$ cat config.mk
export PLATFORM = sky130hd
export DESIGN_NAME = gray_sequence_generator
export DESIGN_NICKNAME = d
export VERILOG_FILES = /design/src/rtl/gray_pkg.sv /design/src/rtl/gray_step_prescaler.sv /design/src/rtl/gray_sequence_generator.sv
export SDC_FILE = /design/constraint.sdc
export NUM_CORES = 1
export LEC_CHECK = 0
export CORE_MARGIN = 2
export CORE_UTILIZATION = 57
export CTS_BUF_LIST = sky130_fd_sc_hd__clkbuf_4
export DETAILED_ROUTE_END_ITERATION = 10
export GPL_ROUTABILITY_DRIVEN = 0
export PLACE_DENSITY = 0.86
export REMOVE_ABC_BUFFERS = 1
export SYNTH_ARGS = -nofsm -noshare
export SYNTH_HDL_FRONTEND = slang
export SYNTH_SLANG_ARGS = --single-unit
$ cat constraint.sdc
create_clock -name clk -period 2.7 [get_ports clk]
set_input_delay 0.675 -clock clk [delete_from_list [all_inputs] [get_ports clk]]
set_output_delay 0.675 -clock clk [all_outputs]
set_load 0.005 [all_outputs]
$ cat src/rtl/gray_pkg.sv
// Shared constants and helpers for the Gray-code sequence generator.
// Provides bin2gray/gray2bin over a fixed 16-bit datapath with width masking.
package gray_pkg;

    localparam int PRESC_W    = 16;
    localparam int GRAY_MAX_W = 16;

    // Masks the result to w bits so narrower counters reuse one function.
    function automatic logic [GRAY_MAX_W-1:0] bin2gray(
        input logic [GRAY_MAX_W-1:0] v,
        input int                    w
    );
        logic [GRAY_MAX_W:0]   m;
        logic [GRAY_MAX_W-1:0] vm;
        m  = (17'd1 << w) - 17'd1;
        vm = v & m[GRAY_MAX_W-1:0];
        return vm ^ (vm >> 1);
    endfunction

    function automatic logic [GRAY_MAX_W-1:0] gray2bin(
        input logic [GRAY_MAX_W-1:0] v
    );
        logic [GRAY_MAX_W-1:0] r;
        r = v;
        for (int i = GRAY_MAX_W - 2; i >= 0; i--) begin
            r[i] = r[i+1] ^ v[i];
        end
        return r;
    endfunction

endpackage

$ cat src/rtl/gray_step_prescaler.sv
// Step prescaler: emits a one-cycle tick every STEP_DIV enabled cycles.
// Ports: clk, rst_n (async low), en (advance), clr (restart), tick (combinational).
module gray_step_prescaler
    import gray_pkg::*;
#(
    parameter int unsigned STEP_DIV = 1
) (
    input  logic clk,
    input  logic rst_n,
    input  logic en,
    input  logic clr,
    output logic tick
);

    localparam logic [PRESC_W-1:0] LP_LAST = PRESC_W'(STEP_DIV - 1);

    logic [PRESC_W-1:0] r_cnt;
    logic               w_last;

    assign w_last = (r_cnt == LP_LAST);
    // Tick is seen by the counter on the same edge that wraps the prescaler.
    assign tick   = en & ~clr & w_last;

    always_ff @(posedge clk or negedge rst_n) begin
        if (!rst_n) begin
            r_cnt <= '0;
        end else if (clr) begin
            r_cnt <= '0;
        end else if (en) begin
            if (w_last) begin
                r_cnt <= '0;
            end else begin
                r_cnt <= r_cnt + PRESC_W'(1);
            end
        end
    end

endmodule

$ cat src/rtl/gray_sequence_generator.sv
// Up/down binary counter with a same-edge registered Gray image (g == gray(b)).
// Ports: clk, rst_n, en, up_dn, clr, load, load_val -> b, g, step, tc pulses.
module gray_sequence_generator
    import gray_pkg::*;
#(
    parameter int WIDTH    = 4,
    parameter int STEP_DIV = 1
) (
    input  logic             clk,
    input  logic             rst_n,
    input  logic             en,
    input  logic             up_dn,
    input  logic             clr,
    input  logic             load,
    input  logic [WIDTH-1:0] load_val,
    output logic [WIDTH-1:0] b,
    output logic [WIDTH-1:0] g,
    output logic             step,
    output logic             tc
);

    logic [WIDTH-1:0] r_b;
    logic [WIDTH-1:0] r_g;
    logic             r_step;
    logic             r_tc;

    logic             w_tick;
    logic             w_wrap;
    logic [WIDTH-1:0] w_b_next;
    logic [WIDTH-1:0] w_src;
    logic [WIDTH-1:0] w_g_src;

    gray_step_prescaler #(
        .STEP_DIV (STEP_DIV)
    ) u_presc (
        .clk   (clk),
        .rst_n (rst_n),
        .en    (en),
        .clr   (clr | load),
        .tick  (w_tick)
    );

    always_comb begin
        w_b_next = up_dn ? (r_b + WIDTH'(1)) : (r_b - WIDTH'(1));
        w_wrap   = up_dn ? (&r_b) : (~|r_b);
        // Load and step share one Gray encoder; load wins when both apply.
        w_src    = load ? load_val : w_b_next;
        w_g_src  = WIDTH'(bin2gray(GRAY_MAX_W'(w_src), WIDTH));
    end

    always_ff @(posedge clk or negedge rst_n) begin
        if (!rst_n) begin
            r_b    <= '0;
            r_g    <= '0;
            r_step <= 1'b0;
            r_tc   <= 1'b0;
        end else if (clr) begin
            r_b    <= '0;
            r_g    <= '0;
            r_step <= 1'b0;
            r_tc   <= 1'b0;
        end else if (load) begin
            r_b    <= load_val;
            r_g    <= w_g_src;
            r_step <= 1'b0;
            r_tc   <= 1'b0;
        end else if (w_tick) begin
            r_b    <= w_b_next;
            r_g    <= w_g_src;
            r_step <= 1'b1;
            r_tc   <= w_wrap;
        end else begin
            r_step <= 1'b0;
            r_tc   <= 1'b0;
        end
    end

    assign b    = r_b;
    assign g    = r_g;
    assign step = r_step;
    assign tc   = r_tc;

endmodule
# Word-level counts from Yosys, hierarchy flattened

Index checks and enable logic that the tools add are counted.

Add/sub/neg operators: 3
Multiplexer cells: 18
Bitwise operators: 5
Reductions and logical operators: 6

Operator list:

| operator                | count |
|---|---|
| $mux W16                | 3 |
| $mux W4                 | 8 |
| $add A16 B1 Y16 const B | 1 |
| $logic_not A16 Y1       | 1 |
| $mux W1                 | 7 |
| $add A4 B1 Y4 const B   | 1 |
| $reduce_and A4 Y1       | 1 |
| $reduce_or A4 Y1        | 1 |
| $sub A4 B1 Y4 const B   | 1 |
| $xor A4 B3 Y4           | 1 |
| $reduce_bool A3 Y1      | 1 |
| $and A1 B1 Y1           | 2 |
| $reduce_bool A2 Y1      | 1 |
| $logic_not A1 Y1        | 1 |
| $not A1 Y1              | 1 |
| $or A1 B1 Y1            | 1 |

Flip-flop bits (word level): 26
Input bits: 10
Output and inout port bits: 10
Word-level logic and storage cells: 37

# Depth between registers and ports, before layout

Depth after elaboration: 7
Mapped depth: 8
Gate-level depth less buffers: 7

# Modules after synthesis

Synthesis repeated with hierarchy kept, for this count alone.

Cells, all modules: 178
Area total of the unflattened synthesis: 1654.1 µm²

By module, submodules not included:

| module                  | instances | cells an instance | area each (µm²) |
|---|---|---|---|
| gray_step_prescaler     | 1         | 106               | 1027.2 |
| gray_sequence_generator | 1         | 72                | 626.9 |

# Least setup slack after synthesis

No wires, ideal clock.

Path kind: input to register
Start point: input port en
End point: register r_g[0] (netlist: g[0])
Library setup time: 0.078 ns
Arrival: 2.134 ns
Setup slack: 0.488 ns
Stages on the path: 6
Path buffers: 1
Path through: buf_2 or4b_2 nor4_4 nor2_1 a211o_1 a21oi_1

Word-level cells in the longest chain between the ends: 3

Ends and longest elaborated chain:

| what                         | line                          | RTL |
|---|---|---|
| start: declaration           | gray_sequence_generator.sv:11 | `input logic en,` |
| $and A1 B1 Y1 (2 in a row)   | gray_step_prescaler.sv:22     | `assign tick = en & ~clr & w_last;` |
| $reduce_bool A3 Y1 (no line) | n/a                           |  |
| end signal: assignment       | gray_sequence_generator.sv:64 | `r_g <= w_g_src;` |
| end signal: assignment       | gray_sequence_generator.sv:69 | `r_g <= w_g_src;` |
| end: declaration             | gray_sequence_generator.sv:23 | `logic [WIDTH-1:0] r_g;` |

No other way between the ends.
A chain may end at the register's enable or synchronous reset.

# Final worst setup path

Start point: register u_presc.r_cnt[0]
End point: register u_presc.r_cnt[13]

Word-level cells in the longest chain between the ends: 4
Elaborated cells on any way between the ends: 5

Ends and longest elaborated chain:

| what                                                        | line                                                 | RTL |
|---|---|---|
| start: declaration                                          | gray_step_prescaler.sv:17                            | `logic [PRESC_W-1:0] r_cnt;` |
| start signal: assignment                                    | gray_step_prescaler.sv:33                            | `r_cnt <= r_cnt + PRESC_W'(1);` |
| $add A16 B1 Y16 / $logic_not A16 Y1 (equally long branches) | gray_step_prescaler.sv:33, gray_step_prescaler.sv:20 |  |
| $mux W16 *                                                  | gray_step_prescaler.sv:30                            | `if (w_last) begin` |
| $mux W16 *                                                  | gray_step_prescaler.sv:29                            | `end else if (en) begin` |
| $mux W16 *                                                  | gray_step_prescaler.sv:27                            | `end else if (clr) begin` |

Every way passes the cells marked *; elsewhere a longest branch is shown, timed or not. The select of a mux whose other input is x is not followed.

==> metrics.md <==
| Metric | Value |
|---|---|
| DR pass1 iterations | `4` |
| Initial Util | `58.8%` |
| Worst VDD drop | `0.370 mV` |
| Share of cells above drive strength 1 | `10.3%` |
| Placeable core region | `0.00271 mm²` |
| Static leakage power | `0.816 nW` |
| Layout overhead on the synthesized area | `18.2%` |
| Power per standard cell area | `415 mW/mm²` |
| Share of synthesized area spent on multiplexers | `1.89%` |
| CTS tree | `yes` |
| Nets@finish | `220` |
| Maximum level of the CTS H-tree | `1` |
| Worst r2r src | `u_presc.r_cnt[0]` |
| CP max FO | `12` |
| Final Max Tran Viols | `0` |
| Placed wire-length estimate after detailed placement | `2980 µm` |
| Top area cells in the synthesized netlist | `sky130_fd_sc_hd__dfrtp_1, sky130_fd_sc_hd__nand2_1, sky130_fd_sc_hd__xnor2_1, sky130_fd_sc_hd__nand3_1, sky130_fd_sc_hd__a21oi_1` |
| Data arrival time of the critical path | `2810 ps` |
| Netlist Area Pre-Place | `0.00159 mm²` |
| Standard-cell rows | `19` |
| Die X | `56.9 µm` |
| Total detailed-routing wirelength | `3840 µm` |
| Fraction of synthesis flops using an asynchronous set or reset pin | `100%` |
| Most frequent cell after synthesis | `sky130_fd_sc_hd__dfrtp_1` |
| Worst hold path cell count | `2` |
| Sum of internal, switching and leakage power | `0.781 mW` |
| Summed area of non-filler cells in the final layout | `0.00188 mm²` |
| Hold/Removal Path Class | `flip-flop to flip-flop` |
| Library cells used by synthesis | `43` |
| Hold Violations, Final | `0` |
| Clock tree root buffer cell | `sky130_fd_sc_hd__clkbuf_4` |
| Endpoint of the lowest-slack register-to-register path | `u_presc.r_cnt[13]` |
| Post-synthesis instance total | `179` |
| Number of flops mapped to enable cells by yosys | `0` |
| Number of warnings reported in the yosys synthesis log | `0` |
| Count of clock tree sinks | `25` |
| Top cell type's share of synthesized area | `39.3%` |
| Average via count per standard cell | `6.31` |
| Shortest period the worst path allows | `2590 ps` |
| Maxcap violations | `0` |
| Port Buf Inserts | `19` |
| Global-route wire length before repair | `6510 µm` |
| Cts hold-fix bufs | `0` |
| Instance area after placement | `0.00185 mm²` |
| Leftover overflow at the end of global routing | `0` |
| Number of setup violations in the final report | `0` |
| Area share of fa/ha/maj cells after synthesis | `4.40%` |
| Die Ht | `56.9 µm` |
| Vias in the first global route | `1456` |
| Fraction of the mapped netlist area in compound gates | `15.4%` |
| Post-synthesis share of cell area spent on xor and xnor gates | `6.05%` |
| Setup repair after global routing missed its margin | `false` |
| Number of antenna violations at the first check in global routing | `0` |
| Status | `finished, final reports clean` |
| Final worst hold slack | `557 ps` |
| Number of DRC markers in iteration 0 | `63` |
| Largest family of logic cells by synthesized area | `simple AND/OR/NAND/NOR gates` |
| Clock buffer depth | `2` |
| Boundary pin count | `20` |
| Worst Tran Pin Value | `815 ps` |
| Hold_sp | `g[0]` |
| Leading area contributor after synthesis | `sky130_fd_sc_hd__dfrtp_1` |
| Clock buffer count from CTS | `3` |
| Worst slew margin relative to its limit | `45.4%` |
| DRC viols | `0` |
| Primary FF master, synth | `sky130_fd_sc_hd__dfrtp_1` |
| Highest clock frequency the design can meet | `387 MHz` |
| Clock slew at reported path FFs | `140 ps` |
| Number of antenna repair diodes | `0` |
| Crit end category | `flip-flop` |
| Post-synthesis register bit count | `25` |
| Utilization after layout | `69.5%` |
| Sequential share of the synthesized area | `39.3%` |
| Critical path launch point type | `flip-flop` |
| FF-to-FF setup slack | `110 ps` |
| Count of fill cells added during filler insertion | `221` |
| Logic depth of the worst register-to-register path | `7` |
| Quantity of gates resized following cts | `0` |
| Final antenna-violating net count | `0` |
| Die Outline Area | `0.00323 mm²` |
| Crit path kind | `flip-flop to flip-flop` |
| Simple-gate portion of the synthesized area | `27.7%` |
| Total via count in the routed design | `1483` |
| Aggregate global-route resource usage | `26.0%` |
| Final period util | `95.7%` |
| Average instance area after synthesis | `8.90 µm²` |
| Most frequent cells after synthesis | `sky130_fd_sc_hd__dfrtp_1, sky130_fd_sc_hd__nand2_1, sky130_fd_sc_hd__inv_1, sky130_fd_sc_hd__nand3_1` |
| Post-CTS Repair Setup Buffers | `0` |
| Hold endpoint | `g[0]` |
| Largest clock skew in the final design | `4.99 ps` |
| Required time worst endpoint | `2930 ps` |
| Routed WL per cell | `16.3 µm` |
| Clk Latency, worst-skew pair | `330 ps` |
| Pin count of the biggest net entering global routing | `26` |
per-stage QoR:
step	setup slack, ps	instances	setup TNS (ps)
after floorplan	534	171	0
after global placement	125	231	0
after detailed placement	-23.6	231	-23.6
after CTS	140	235	0
after global routing	67.4	235	0
final	115	235	0
state kept, by name, indices dropped and copies added, names as in the netlist:
register and cells:
g 3, tc 1, u_presc.r_cnt 16, b 4, step 1
critical path: stages (launching register included):
cell and delay, ps:
sky130_fd_sc_hd__dfrtp_1 460, sky130_fd_sc_hd__inv_1 80, sky130_fd_sc_hd__ha_1 160, sky130_fd_sc_hd__or4b_4 510
sky130_fd_sc_hd__nor4_4 510, sky130_fd_sc_hd__nor2_1 320, sky130_fd_sc_hd__and3_1 240, sky130_fd_sc_hd__o22a_1 200
worst max-delay path by stage:
stage / start / end / slack, ps / cells after the start
after floorplan: u_presc.r_cnt[0] / u_presc.r_cnt[13] / 530 / 7
after global placement: up_dn / g[1] / 120 / 9
after detailed placement: up_dn / g[2] / -20 / 8
after CTS: u_presc.r_cnt[0] / u_presc.r_cnt[13] / 140 / 7
after global routing: u_presc.r_cnt[0] / u_presc.r_cnt[13] / 70 / 7
final: u_presc.r_cnt[0] / u_presc.r_cnt[13] / 110 / 7
final cells by class:
cell class	instances	area, µm²	area share, %
multi-input combinational	135	882	46.8
sequential	25	626	33.2
timing repair buffer	29	265	14.1
inverter	11	41.3	2.19
tap	31	38.8	2.06
clock buffer	3	22.5	1.20
clock inverter	1	7.51	0.399
per-layer routing:
layer / vias to the layer above / share of wire, % / GRT usage, % / routed length, µm
met1: 709 / 41 / 31.9 / 1560
met5: - / 0 / 0 / 0
met3: 17 / 6.4 / 5.30 / 245
met2: 67 / 51 / 43.7 / 1940
met4: 0 / 2.4 / 12.0 / 92
li1: 690 / - / - / -
kinds of logic (layout without fill, tap and decap cells):
logic type / Yosys count / count (layout)
AOI/OAI and AO/OA: 39 / 39
xor gates and xnor gates: 11 / 11
adders and majority gates: 5 / 5
buffers and inverters: 19 / 44
DFF: 25 / 25
muxes: 3 / 3
and+or+nand+nor: 77 / 77
placed cells by master, fill, tap and decap left out, types with 2 or more instances in the layout:
cell type | netlist | final
sky130_fd_sc_hd__nor4_4 | 2 | 2
sky130_fd_sc_hd__nor3b_1 | 2 | 2
sky130_fd_sc_hd__nand2_1 | 19 | 19
sky130_fd_sc_hd__nor2_1 | 10 | 10
sky130_fd_sc_hd__and2_1 | 2 | 2
sky130_fd_sc_hd__nand3_1 | 11 | 11
sky130_fd_sc_hd__a31oi_1 | 2 | 2
sky130_fd_sc_hd__nor3_1 | 10 | 10
sky130_fd_sc_hd__nand4_1 | 4 | 4
sky130_fd_sc_hd__mux2i_1 | 3 | 3
sky130_fd_sc_hd__or3_1 | 5 | 5
sky130_fd_sc_hd__a21oi_1 | 10 | 10
sky130_fd_sc_hd__ha_1 | 4 | 4
sky130_fd_sc_hd__dfrtp_1 | 25 | 25
sky130_fd_sc_hd__o21ai_1 | 2 | 2
sky130_fd_sc_hd__nor4_1 | 3 | 3
sky130_fd_sc_hd__clkdlybuf4s50_1 | 0 | 19
sky130_fd_sc_hd__a21o_1 | 5 | 5
sky130_fd_sc_hd__or4_1 | 2 | 2
sky130_fd_sc_hd__o21ai_0 | 10 | 10
sky130_fd_sc_hd__inv_1 | 11 | 11
sky130_fd_sc_hd__buf_4 | 1 | 10
sky130_fd_sc_hd__or4_4 | 2 | 2
sky130_fd_sc_hd__xnor2_1 | 8 | 8
sky130_fd_sc_hd__xor2_1 | 3 | 3
sky130_fd_sc_hd__clkbuf_4 | 0 | 3
power breakdown:
part / leakage [nW] / switching, mW / internal, mW
logic: 0.460 / 0.0968 / 0.104
clock network: 0.0139 / 0.118 / 0.0568
registers: 0.342 / 0.0158 / 0.389
Note: power is estimated with default switching activity, not from simulation.
